===== config.mk =====
export PLATFORM = sky130hd
export DESIGN_NAME = ex_wb_pipe_reg
export DESIGN_NICKNAME = d
export VERILOG_FILES = /design/src/rtl/ex_wb_pipe_reg.sv
export SDC_FILE = /design/constraint.sdc
export NUM_CORES = 1
export LEC_CHECK = 0
export BUFFER_PORTS_ARGS = -buffer_cell sky130_fd_sc_hd__clkbuf_2
export CAP_MARGIN = 20
export CELL_PAD_IN_SITES_DETAIL_PLACEMENT = 1
export CELL_PAD_IN_SITES_GLOBAL_PLACEMENT = 1
export CORE_MARGIN = 10
export CORE_UTILIZATION = 40
export CTS_BUF_LIST = sky130_fd_sc_hd__clkbuf_4 sky130_fd_sc_hd__clkbuf_8
export DETAILED_ROUTE_END_ITERATION = 12
export PLACE_DENSITY = 0.72
export REMOVE_ABC_BUFFERS = 1
export SYNTH_ARGS = -nofsm -noshare
export SYNTH_HDL_FRONTEND = slang
export SYNTH_SLANG_ARGS = --single-unit

===== constraint.sdc =====
create_clock -name clock -period 2 [get_ports clock]
set_input_delay 0.2 -clock clock [delete_from_list [all_inputs] [get_ports clock]]
set_output_delay 0.2 -clock clock [all_outputs]
set_load 0.05 [all_outputs]

===== src/rtl/ex_wb_pipe_reg.sv =====
// EX->WB elastic pipeline stage: a two-entry skid buffer feeding write-back and fetch redirect.
// Write-back data and redirect are resolved combinationally from the registered head record.
module ex_wb_pipe_reg #(
    parameter int DATA_W  = 32,
    parameter int RADDR_W = 6,
    parameter int WBC_W   = 2
) (
    input  logic               clock,
    input  logic               reset,
    input  logic               flush,
    input  logic               in_valid,
    output logic               in_ready,
    input  logic [WBC_W-1:0]   wbc_in,
    input  logic               regWrt_in,
    input  logic               branchZero_in,
    input  logic               branchNeg_in,
    input  logic               jump_in,
    input  logic               jumpMem_in,
    input  logic               z_in,
    input  logic               n_in,
    input  logic [RADDR_W-1:0] rd_in,
    input  logic [DATA_W-1:0]  pc_plus_y_in,
    input  logic [DATA_W-1:0]  xrs_in,
    input  logic [DATA_W-1:0]  readData_in,
    input  logic [DATA_W-1:0]  aluResult_in,
    output logic               out_valid,
    input  logic               out_ready,
    output logic [RADDR_W-1:0] rd_out,
    output logic               reg_we,
    output logic [DATA_W-1:0]  wb_data,
    output logic               redirect_valid,
    output logic [DATA_W-1:0]  redirect_target
);

    typedef enum logic [1:0] {
        EMPTY = 2'd0,
        ONE   = 2'd1,
        FULL  = 2'd2
    } state_t;

    typedef struct packed {
        logic [WBC_W-1:0]   wbc;
        logic               regWrt;
        logic               branchZero;
        logic               branchNeg;
        logic               jump;
        logic               jumpMem;
        logic               z;
        logic               n;
        logic [RADDR_W-1:0] rd;
        logic [DATA_W-1:0]  pc_plus_y;
        logic [DATA_W-1:0]  xrs;
        logic [DATA_W-1:0]  readData;
        logic [DATA_W-1:0]  aluResult;
    } rec_t;

    state_t state_q, state_d;
    rec_t   head_q, head_d;
    rec_t   skid_q, skid_d;
    rec_t   in_rec;
    logic   accept;
    logic   pop;
    logic   taken;

    always_comb begin
        in_rec            = '0;
        in_rec.wbc        = wbc_in;
        in_rec.regWrt     = regWrt_in;
        in_rec.branchZero = branchZero_in;
        in_rec.branchNeg  = branchNeg_in;
        in_rec.jump       = jump_in;
        in_rec.jumpMem    = jumpMem_in;
        in_rec.z          = z_in;
        in_rec.n          = n_in;
        in_rec.rd         = rd_in;
        in_rec.pc_plus_y  = pc_plus_y_in;
        in_rec.xrs        = xrs_in;
        in_rec.readData   = readData_in;
        in_rec.aluResult  = aluResult_in;
    end

    // Handshake depends only on registered state, so in_ready never sees out_ready.
    assign in_ready  = (state_q != FULL);
    assign out_valid = (state_q != EMPTY);
    assign accept    = in_valid & in_ready;
    assign pop       = out_valid & out_ready;

    always_comb begin
        state_d = state_q;
        head_d  = head_q;
        skid_d  = skid_q;
        if (flush) begin
            state_d = EMPTY;
        end else begin
            case (state_q)
                EMPTY: begin
                    if (accept) begin
                        head_d  = in_rec;
                        state_d = ONE;
                    end
                end
                ONE: begin
                    if (accept && pop) begin
                        head_d = in_rec;
                    end else if (accept) begin
                        skid_d  = in_rec;
                        state_d = FULL;
                    end else if (pop) begin
                        state_d = EMPTY;
                    end
                end
                FULL: begin
                    if (pop) begin
                        head_d  = skid_q;
                        state_d = ONE;
                    end
                end
                default: state_d = EMPTY;
            endcase
        end
    end

    always_ff @(posedge clock) begin
        if (reset) begin
            state_q <= EMPTY;
            head_q  <= '0;
            skid_q  <= '0;
        end else begin
            state_q <= state_d;
            head_q  <= head_d;
            skid_q  <= skid_d;
        end
    end

    always_comb begin
        case (head_q.wbc)
            WBC_W'(0): wb_data = head_q.aluResult;
            WBC_W'(1): wb_data = head_q.readData;
            WBC_W'(2): wb_data = head_q.pc_plus_y;
            default:   wb_data = head_q.xrs;
        endcase
    end

    assign taken = head_q.jump | head_q.jumpMem
                 | (head_q.branchZero & head_q.z)
                 | (head_q.branchNeg & head_q.n);

    // Memory-indirect jump wins over register-indirect targets.
    always_comb begin
        if (head_q.jumpMem)
            redirect_target = head_q.readData;
        else if (head_q.jump | head_q.branchZero | head_q.branchNeg)
            redirect_target = head_q.xrs;
        else
            redirect_target = head_q.pc_plus_y;
    end

    assign redirect_valid = out_valid & taken;
    assign reg_we         = out_valid & head_q.regWrt;
    assign rd_out         = head_q.rd;

endmodule


==> results of run 1 <==
## layout make-up
type | instances | area share (%)
multi-input combinational | 1149 | 40.67
sequential | 288 | 28.70
timing repair buffer | 437 | 22.19
clock buffer | 83 | 5.271
tap | 461 | 2.866
clock inverter | 10 | 0.2486
antenna | 4 | 0.04973
## logic make-up after synthesis
| logic type | after synthesis | synth area share [%] |
|---|---|---|
| flops | 288 | 39.47 |
| simple gates | 474 | 14.98 |
| compound gates | 468 | 22.38 |
| buf+inv | 182 | 6.244 |
| mux | 207 | 16.93 |
## state kept, by name (all words and copies together) (netlist names)
signal and count:
skid_q 143, state_q 2, head_q 137, rd_out 6
## cells in the final DEF (no fill, tap or decap), types with 8 or more instances in the layout
cell | Yosys | final
buf_8 | 0 | 37
clkbuf_8 | 0 | 75
dlygate4sd3_1 | 0 | 146
buf_4 | 18 | 24
o41ai_1 | 95 | 95
o21ai_1 | 13 | 23
clkinv_2 | 0 | 10
mux2i_4 | 0 | 8
o21ai_2 | 0 | 18
buf_12 | 0 | 61
o41ai_2 | 48 | 48
dfxtp_1 | 288 | 281
o21ai_0 | 162 | 131
clkbuf_4 | 0 | 16
mux2i_2 | 0 | 9
nor2b_1 | 143 | 143
nand2_1 | 320 | 320
a21oi_1 | 144 | 144
mux4_2 | 32 | 32
mux2i_1 | 175 | 158
clkbuf_2 | 0 | 152
## power by group
part,switching (W),leakage (nW),internal (W)
logic,0.00149,5.62,0.00121
clock network,0.00260,0.602,0.00335
registers,0.000130,2.34,0.00592
## how the worst max path moves through the flow
stage / end / startpoint / slack, ns
floorplan: head_q[37]$_SDFFE_PP0P_ / state_q[0]$_SDFFE_PP0P_ / -4.70
global placement: redirect_target[7] / head_q[137]$_SDFFE_PP0P_ / 0.16
detailed placement: redirect_target[7] / head_q[137]$_SDFFE_PP0P_ / 0.19
CTS: redirect_target[17] / head_q[139]$_SDFFE_PP0P_ / -0.33
global route: redirect_target[17] / head_q[137]$_SDFFE_PP0P_ / -0.42
finish: redirect_target[9] / head_q[137]$_SDFFE_PP0P_ / -0.33
## layer usage
layer | up-vias | GRT usage (%)
met1 | 6846 | 27.55
li1 | 6425 | -
met2 | 313 | 40.99
met4 | 0 | 6.718
met3 | 78 | 3.902
met5 | - | 0
## stage by stage
stage / worst slack [ns] / TNS, ns / utilization, %
after floorplan: -4.701 / -927.24 / -
after global placement: 0.1598 / 0 / 46.39
after detailed placement: 0.1855 / 0 / 46.39
after CTS: -0.3339 / -17.12 / 55.55
after global routing: -0.4170 / -19.21 / 56.18
final: -0.3343 / -14.56 / 56.18
## timing repair
action,4_1_cts,5_1_grt
cloned,5,1
hold endpoints to repair,286,0
hold buffers,146,0
pin swaps,12,10
gates resized for setup,148,70
setup endpoints to repair,67,67
buffers inserted,9,1
==> results.sh, run 1 <==
export IMPL_peakVddDrop_uv=503.5
export IMPL_r2r_end="head_q[30]$_SDFFE_PP0P_"
export IMPL_ioPinCount=222
export IMPL_grt_start_max_net_pins=125
export IMPL_start_util_pct=40.77
export IMPL_dp_hpwl_mm=29.48
export IMPL_cts_buffers_inserted=52
export IMPL_avgSynthCellArea_um2=9.023
export IMPL_topRoutingLayerUsed="met4"
export IMPL_ys_warn_count=0
export IMPL_cp_max_fo=8
export IMPL_first_pass_iters=5
export IMPL_clk_pin_slew_ns=0.06
export IMPL_cp_top_family="buffers and inverters"
export IMPL_multi_input_area_mm2=0.008187
export IMPL_grt_pass1_vias=14410
export IMPL_rrSetupSlack_ns=0.17
export IMPL_ff2ff_path_depth=6
export IMPL_fmax_ghz=0.4284
export IMPL_p_per_area_mw_per_mm2=729.6
export IMPL_synth_main_ff_cell="dfxtp_1"
export IMPL_met1_length_mm=22.31
export IMPL_worstPathCellList="nor3_4, buf_6, buf_16, mux2i_4, o21ai_4, buf_12"
export IMPL_overflow=0
export IMPL_grt_pass1_wl_mm=82.44
export IMPL_grt_usage_pct=22.94
export IMPL_h_tree_depth=2
export IMPL_met2_wirelength_mm=27.21
export IMPL_cts_root_buf="clkbuf_8"
export IMPL_dieHeight_um=211.1
export IMPL_min_to="skid_q[101]$_SDFFE_PP0P_"
export IMPL_period_needed_ns=2.334
export IMPL_clkSinkCount=288
export IMPL_final_area_mm2=0.02013
export IMPL_worst_ep_required_time_ns=1.80
export IMPL_reg2reg_from="state_q[1]$_SDFFE_PP0P_"
export IMPL_fillers=3928
export IMPL_route_met3_wl_mm=2.226
export IMPL_ant_nets=0
export IMPL_post_dp_cell_area_mm2=0.01662
export IMPL_io_buffers=221
export IMPL_crit_arrival_ns=2.13
export IMPL_hold_ws_ns=0.01970
export IMPL_place_congestion=0.7380
export IMPL_p_leak_nw=8.567
export IMPL_min_delay_path_class="in2reg"
export IMPL_syn_instance_count=1619
export IMPL_cpPeakStageDelay_ns=0.34
export IMPL_rsz0062_at_grt="true"
export IMPL_ys_ff_latch=288
export IMPL_synthToLayoutAreaGrowth_pct=37.79
export IMPL_crit_path_end_kind="primary output"
export IMPL_core_area_mm2=0.03583
export IMPL_avgRoutedWirePerCell_um=21.73
export IMPL_synth_area_mm2=0.01461
export IMPL_layout_cells_non_filler=2432
export IMPL_hold_viol=0
export IMPL_start_kind="flip-flop"
export IMPL_critical_path_buf_inv_count=3
export IMPL_fin_crit_sh_pct=116.7
export IMPL_status="finished with violations"
export IMPL_nNetsFinal=2076
export IMPL_slew_limit_headroom_pct=58.52
export IMPL_clock_skew_ns=0.01570
export IMPL_synth_top_area_share_pct=39.47
export IMPL_first_iter_violations=768
export IMPL_cts_path_max_buffers=3
export IMPL_fin_total_pwr_w=0.01468
export IMPL_vias=13660
export IMPL_drive_gt1_share_pct=26.23
export IMPL_regArea_mm2=0.005777
export IMPL_synth_common_cells="320 x nand2_1, 288 x dfxtp_1, 175 x mux2i_1"
export IMPL_dp_cells=2174
export IMPL_die_w_um=211.1
export IMPL_routed_via_density=5.618
export IMPL_min_from="reset"
export IMPL_slew_viol_final=0
export IMPL_synth_cell_type_count=30
export IMPL_finalWorstSetupSlack_ns=-0.3343
export IMPL_ys_seq_area_share_pct=39.47
export IMPL_setup_viol=64
export IMPL_synth_most_common_cell="nand2_1"
export IMPL_violations="setup timing"
export IMPL_drt_wl_total_mm=52.85
export IMPL_clock_latency_ns=0.62
export IMPL_drc=0
export IMPL_synth_area_top_cells="dfxtp_1 39%, mux2i_1 12%, nand2_1 8.2%, nor2b_1 6.1%, o41ai_1 5.7%"
export IMPL_synth_top_area_cell="dfxtp_1"
export IMPL_cts_tree="built"
export IMPL_worst_slew_pin_slew_ns=0.6221
export IMPL_crit_type="reg2out"
export IMPL_crit_slowest_cell="dfxtp_2"
export IMPL_synthArstFlopShare_pct=0
export IMPL_placementRows=69
export IMPL_antenna_found_initial=4
export IMPL_holdPathStages=2
export IMPL_drv_cap=0
export IMPL_crit_cells=6
export IMPL_die_area_mm2=0.04456
export IMPL_synth_edf_count=0
(Power assumes the default switching activity.)
==> run 2, diff against run 1 <==
--- a/config.mk
+++ b/config.mk
@@ -9,11 +9,12 @@
 export CAP_MARGIN = 20
 export CELL_PAD_IN_SITES_DETAIL_PLACEMENT = 1
 export CELL_PAD_IN_SITES_GLOBAL_PLACEMENT = 1
+export CORE_ASPECT_RATIO = 0.8
 export CORE_MARGIN = 10
 export CORE_UTILIZATION = 40
 export CTS_BUF_LIST = sky130_fd_sc_hd__clkbuf_4 sky130_fd_sc_hd__clkbuf_8
 export DETAILED_ROUTE_END_ITERATION = 12
-export PLACE_DENSITY = 0.72
+export PLACE_DENSITY = 0.75
 export REMOVE_ABC_BUFFERS = 1
 export SYNTH_ARGS = -nofsm -noshare
 export SYNTH_HDL_FRONTEND = slang
==> constraint.sdc (replaced) <==
create_clock -name clock -period 2.1 [get_ports clock]
set_input_delay 0.21 -clock clock [delete_from_list [all_inputs] [get_ports clock]]
set_output_delay 0.21 -clock clock [all_outputs]
set_load 0.05 [all_outputs]
==> run 2 against run 1 <==
- the run still ends with setup timing left
- core utilization shrank 1.1 points
- first-iteration DRC count is 25% higher
- worst setup slack improved by 0.10 ns
- sequential power decreased by 4.8%
==> results.sh, run 2 (same netlist as run 1, synthesis figures left out) <==
export IMPL_ioPinCount=222
export IMPL_clk_pin_slew_ns=0.06
export IMPL_clock_skew_ns=0.01267
export IMPL_clkSinkCount=288
export IMPL_hold_viol=0
export IMPL_cpPeakStageDelay_ns=0.34
export IMPL_worst_slew_pin_slew_ns=0.6485
export IMPL_status="finished with violations"
export IMPL_ant_nets=0
export IMPL_nNetsFinal=2074
export IMPL_worstPathCellList="nor3_4, buf_12, buf_12, mux2i_2, o21ai_1, buf_12"
export IMPL_start_kind="flip-flop"
export IMPL_io_buffers=221
export IMPL_reg2reg_from="state_q[0]$_SDFFE_PP0P_"
export IMPL_cp_top_family="buffers and inverters"
export IMPL_routed_via_density=5.635
export IMPL_first_iter_violations=961
export IMPL_antenna_found_initial=3
export IMPL_mostFrequentLayoutCell="nand2_1"
export IMPL_layout_cells_non_filler=2447
export IMPL_fin_crit_sh_pct=111.0
export IMPL_min_from="flush"
export IMPL_h_tree_depth=2
export IMPL_crit_slowest_cell="dfxtp_2"
export IMPL_synthToLayoutAreaGrowth_pct=35.67
export IMPL_cts_tree="built"
export IMPL_crit_type="reg2out"
export IMPL_rrSetupSlack_ns=0.01
export IMPL_grt_usage_pct=23.28
export IMPL_utilization_pct=55.06
export IMPL_placementRows=62
export IMPL_violations="setup timing"
export IMPL_grt_pass1_wl_mm=83.94
export IMPL_fmax_ghz=0.4289
export IMPL_rsz0062_at_grt="true"
export IMPL_peakVddDrop_uv=695.1
export IMPL_dieHeight_um=190.9
export IMPL_cts_path_max_buffers=3
export IMPL_top_register="skid_q"
export IMPL_crit_arrival_ns=2.12
export IMPL_drv_cap=0
export IMPL_largest_reg_flops=143
export IMPL_crit_top_cell="buf_12"
export IMPL_avgRoutedWirePerCell_um=22.11
export IMPL_cts_buffers_inserted=50
export IMPL_die_w_um=233.7
export IMPL_grt_pass1_vias=14950
export IMPL_drive_gt1_share_pct=25.83
export IMPL_min_delay_path_class="in2reg"
export IMPL_cp_max_fo=16
export IMPL_vias=13790
export IMPL_dp_hpwl_mm=30.10
export IMPL_dp_cells=2197
export IMPL_hold_ws_ns=0.07883
export IMPL_finalWorstSetupSlack_ns=-0.2314
export IMPL_slew_viol_final=0
export IMPL_ff2ff_path_depth=5
export IMPL_start_util_pct=40.58
export IMPL_r2r_end="head_q[1]$_SDFFE_PP0P_"
export IMPL_layout_common_cells="320 x nand2_1, 283 x dfxtp_1, 156 x mux2i_1, 154 x clkbuf_2"
export IMPL_die_area_mm2=0.04461
export IMPL_grt_start_max_net_pins=127
export IMPL_p_per_area_mw_per_mm2=683.4
export IMPL_drc=0
export IMPL_clock_latency_ns=0.59
export IMPL_p_leak_nw=8.417
export IMPL_drt_wl_total_mm=54.09
export IMPL_crit_path_end_kind="primary output"
export IMPL_cts_root_buf="clkbuf_8"
export IMPL_worst_ep_required_time_ns=1.89
export IMPL_fin_total_pwr_w=0.01354
export IMPL_slew_limit_headroom_pct=56.76
export IMPL_setup_viol=64
export IMPL_place_congestion=0.7580
export IMPL_first_pass_iters=5
export IMPL_overflow=0
export IMPL_critical_path_buf_inv_count=3
export IMPL_core_area_mm2=0.03599
export IMPL_min_to="skid_q[13]$_SDFFE_PP0P_"
export IMPL_holdPathStages=4
export IMPL_period_needed_ns=2.331
## run 2: cell type report
type / instances / area (µm²)
Fill cell: 3993 / 16180
Sequential cell: 288 / 5774
Timing Repair Buffer: 437 / 4305
Multi-Input combinational cell: 1149 / 8135
Clock buffer: 83 / 973.4
Tap cell: 480 / 600.6
Antenna cell: 8 / 20.02
Clock inverter: 2 / 10.01
## run 2: layer usage
layer	wire, µm	track usage, %
met1	22670	28.09
met3	2634	4.490
met5	0	0
met4	1353	7.382
met2	27430	40.96
## run 2: worst max path at each step
| stage | startpoint | to | depth (start not counted) |
|---|---|---|---|
| after detailed placement | state_q[0]$_SDFFE_PP0P_ | head_q[97]$_SDFFE_PP0P_ | 4 |
| after global routing | head_q[138]$_SDFFE_PP0P_ | redirect_target[31] | 6 |
| after floorplan | state_q[0]$_SDFFE_PP0P_ | head_q[37]$_SDFFE_PP0P_ | 3 |
| after CTS | head_q[139]$_SDFFE_PP0P_ | redirect_target[5] | 7 |
| after global placement | head_q[137]$_SDFFE_PP0P_ | redirect_target[20] | 5 |
| final | head_q[138]$_SDFFE_PP0P_ | redirect_target[31] | 6 |
## run 2: worst reg2reg max path: stages, from the launching register on
cell	delay [ns]
dfxtp_1	0.45
nand2b_4	0.20
buf_4	0.21
buf_12	0.38
mux2i_1	0.26
o41ai_1	0.44
## run 2: report_power, final
| group | switching [W] | total (W) | internal, W |
|---|---|---|---|
| Combinational | 0.00141 | 0.00252 | 0.00111 |
| Sequential | 0.000130 | 0.00576 | 0.00563 |
| Clock | 0.00237 | 0.00526 | 0.00289 |
| Total | 0.00391 | 0.0135 | 0.00963 |
## run 2: what timing repair did
action                                  in CTS  in global routing
pin swaps                                    3                  1
hold buffers                               144                  0
hold endpoints to repair                   267                  0
setup buffers                                5                  6
gates cloned                                 1                  3
endpoints found under the setup margin      65                 64
gates resized for setup                    126                 65
## run 2: per-stage QoR
step | worst slack [ns] | area, µm² | setup TNS (ns)
4_1_cts | -0.2107 | 19520 | -7.814
3_3_place_gp | 0.2184 | 16600 | 0
6_report | -0.2314 | 19820 | -6.835
5_1_grt | -0.2870 | 19810 | -11.00
2_1_floorplan | -4.601 | 13700 | -892.69
3_5_place_dp | 0.2020 | 16600 | 0
==> run 3, diff against run 2 <==
==> config.mk (replaced) <==
export PLATFORM = sky130hd
export DESIGN_NAME = ex_wb_pipe_reg
export DESIGN_NICKNAME = d
export VERILOG_FILES = /design/src/rtl/ex_wb_pipe_reg.sv
export SDC_FILE = /design/constraint.sdc
export NUM_CORES = 1
export LEC_CHECK = 0
export CAP_MARGIN = 20
export CELL_PAD_IN_SITES_DETAIL_PLACEMENT = 1
export CELL_PAD_IN_SITES_GLOBAL_PLACEMENT = 1
export CORE_ASPECT_RATIO = 0.8
export CORE_MARGIN = 3
export CORE_UTILIZATION = 40
export CTS_BUF_LIST = sky130_fd_sc_hd__clkbuf_4 sky130_fd_sc_hd__clkbuf_8
export DETAILED_ROUTE_END_ITERATION = 12
export DONT_BUFFER_PORTS = 1
export PLACE_DENSITY = 0.67
export REMOVE_ABC_BUFFERS = 1
export SYNTH_ARGS = -nofsm -noshare
export SYNTH_HDL_FRONTEND = slang
export SYNTH_SLANG_ARGS = --single-unit
==> run 3 against run 2 <==
- the flow finishes with violations (hold timing, setup timing)
- register-to-register slack improved by 0.04 ns
- maximum frequency increased by 4.7%
- cell count down 8.2%
- first-iteration DRC count down 22%
- via count down 8.4%
- clock power rose by 11%
- sequential cell count did not move
- clock skew about the same
- cell area down 7.5%
- non-clock buffer count decreased by 200
- die area fell by 13%
- sequential power barely moved
- highest routed layer is now met5
==> results.sh, run 3 (same netlist as run 1, synthesis figures left out) <==
export IMPL_reg2reg_from="state_q[1]$_SDFFE_PP0P_"
export IMPL_slew_viol_final=0
export IMPL_violations="hold timing, setup timing"
export IMPL_p_per_area_mw_per_mm2=733.9
export IMPL_min_from="reset"
export IMPL_ff2ff_path_depth=7
export IMPL_crit_arrival_ns=2.02
export IMPL_min_to="skid_q[69]$_SDFFE_PP0P_"
export IMPL_place_congestion=0.7202
export IMPL_grt_pass1_wl_mm=70.44
export IMPL_layout_cells_non_filler=2247
export IMPL_drc=0
export IMPL_crit_path_end_kind="primary output"
export IMPL_synthToLayoutAreaGrowth_pct=25.47
export IMPL_antenna_found_initial=7
export IMPL_dieHeight_um=176.9
export IMPL_routed_via_density=5.623
export IMPL_worst_ep_required_time_ns=1.89
export IMPL_start_kind="flip-flop"
export IMPL_ioPinCount=222
export IMPL_cp_top_family="buffers and inverters"
export IMPL_dp_cells=1967
export IMPL_mostFrequentLayoutCell="nand2_1"
export IMPL_holdPathStages=1
export IMPL_die_w_um=219.7
export IMPL_cp_max_fo=7
export IMPL_hold_viol=175
export IMPL_largest_reg_flops=143
export IMPL_r2r_end="skid_q[129]$_SDFFE_PP0P_"
export IMPL_h_tree_depth=2
export IMPL_cts_buffers_inserted=50
export IMPL_start_util_pct=41.34
export IMPL_grt_start_max_net_pins=432
export IMPL_slew_limit_headroom_pct=46.90
export IMPL_clk_pin_slew_ns=0.06
export IMPL_placementRows=61
export IMPL_finalWorstSetupSlack_ns=-0.1271
export IMPL_core_area_mm2=0.03534
export IMPL_ant_nets=0
export IMPL_peakVddDrop_uv=543.7
export IMPL_dpl_worst_slack_ns=0.2794
export IMPL_first_iter_violations=746
export IMPL_nNetsFinal=1874
export IMPL_cts_tree="built"
export IMPL_layout_common_cells="320 x nand2_1, 281 x dfxtp_1, 163 x mux2i_1, 156 x dlygate4sd3_1, 144 x a21oi_1"
export IMPL_clock_latency_ns=0.59
export IMPL_crit_slowest_cell="dfxtp_2"
export IMPL_worst_slew_pin_slew_ns=0.7965
export IMPL_rsz0062_at_grt="true"
export IMPL_clock_skew_ns=0.01309
export IMPL_vias=12640
export IMPL_rrSetupSlack_ns=0.05
export IMPL_critPathLaunch="head_q[138]$_SDFFE_PP0P_"
export IMPL_dp_hpwl_mm=24.40
export IMPL_cpPeakStageDelay_ns=0.34
export IMPL_period_needed_ns=2.227
export IMPL_status="finished with violations"
export IMPL_crit_type="reg2out"
export IMPL_hold_ws_ns=-0.2842
export IMPL_worstPathCellList="nor3_4, buf_12, clkbuf_16, mux2i_1, o21ai_1, buf_6"
export IMPL_drv_cap=0
export IMPL_drt_wl_total_mm=47.14
export IMPL_fin_crit_sh_pct=106.1
export IMPL_setup_viol=49
export IMPL_p_leak_nw=7.536
export IMPL_avgRoutedWirePerCell_um=20.98
export IMPL_first_pass_iters=4
export IMPL_critical_path_buf_inv_count=3
export IMPL_drive_gt1_share_pct=16.53
export IMPL_io_buffers=0
export IMPL_min_delay_path_class="in2reg"
export IMPL_grt_usage_pct=22.45
export IMPL_cts_path_max_buffers=3
export IMPL_top_register="skid_q"
export IMPL_cts_root_buf="clkbuf_8"
export IMPL_fillers=3949
export IMPL_overflow=0
export IMPL_grt_pass1_vias=12770
export IMPL_fmax_ghz=0.4490
export IMPL_clkSinkCount=288
export IMPL_die_area_mm2=0.03886
-- run 3: worst max path at each step --
stage	end	slack (ns)	cells after the start
3_5_place_dp	head_q[68]$_SDFFE_PP0P_	0.28	5
5_1_grt	redirect_target[5]	-0.22	6
4_1_cts	redirect_target[26]	-0.18	6
6_report	redirect_target[2]	-0.13	6
3_3_place_gp	head_q[39]$_SDFFE_PP0P_	0.35	4
2_1_floorplan	head_q[37]$_SDFFE_PP0P_	-4.60	3
-- run 3: routing by layer --
metal	track usage (%)	share of wire, %	vias to the layer above	wire length [µm]
met5	0	0.028	-	13
met4	6.731	2.4	2	1117
met3	5.663	5.1	79	2398
met2	37.10	47	263	22280
met1	29.03	45	6273	21340
li1	-	-	6018	-
-- run 3: final cells by class --
cell class / count / area (µm²) / area share (%)
diodes: 8 / 20.02 / 0.1092
clock buffers: 86 / 1071 / 5.843
clock inverters: 7 / 87.58 / 0.4778
multi-input cells: 1149 / 8083 / 44.10
flip-flops and latches: 288 / 5779 / 31.53
well taps: 472 / 590.6 / 3.222
repair buffers: 237 / 2698 / 14.72
-- run 3: worst reg2reg max path, delay by kind of cell (launching register included) --
family	cells	cell delay [ns]
buf+inv	3	0.91
simple gates	3	0.59
flops	1	0.36
compound gates	1	0.14
-- run 3: through the flow --
step                      cell area (µm²)  setup TNS (ns)  total power [W]  utilization, %
after floorplan                     13700         -892.69         0.006838               -
final                               18330          -3.533          0.01345           51.87
after global routing                18320          -8.427          0.01401           51.85
after detailed placement            14950               0         0.007217           42.30
after global placement              14950               0         0.007183           42.30
after CTS                           17670          -6.925          0.01347           50.01
-- run 3: what timing repair did --
item,in CTS,in global routing
endpoints found under the hold margin,288,273
endpoints found under the setup margin,58,78
pin swaps,2,3
cloned,5,6
buffers inserted,7,8
hold buffers,116,40
resized for setup,48,35
-- run 3: power by group --
group | total (W) | internal [W] | switching (W)
sequential | 0.00578 | 0.00563 | 0.000148
combinational | 0.00183 | 0.000810 | 0.00102
clock | 0.00584 | 0.00344 | 0.00240
total | 0.0135 | 0.00989 | 0.00357
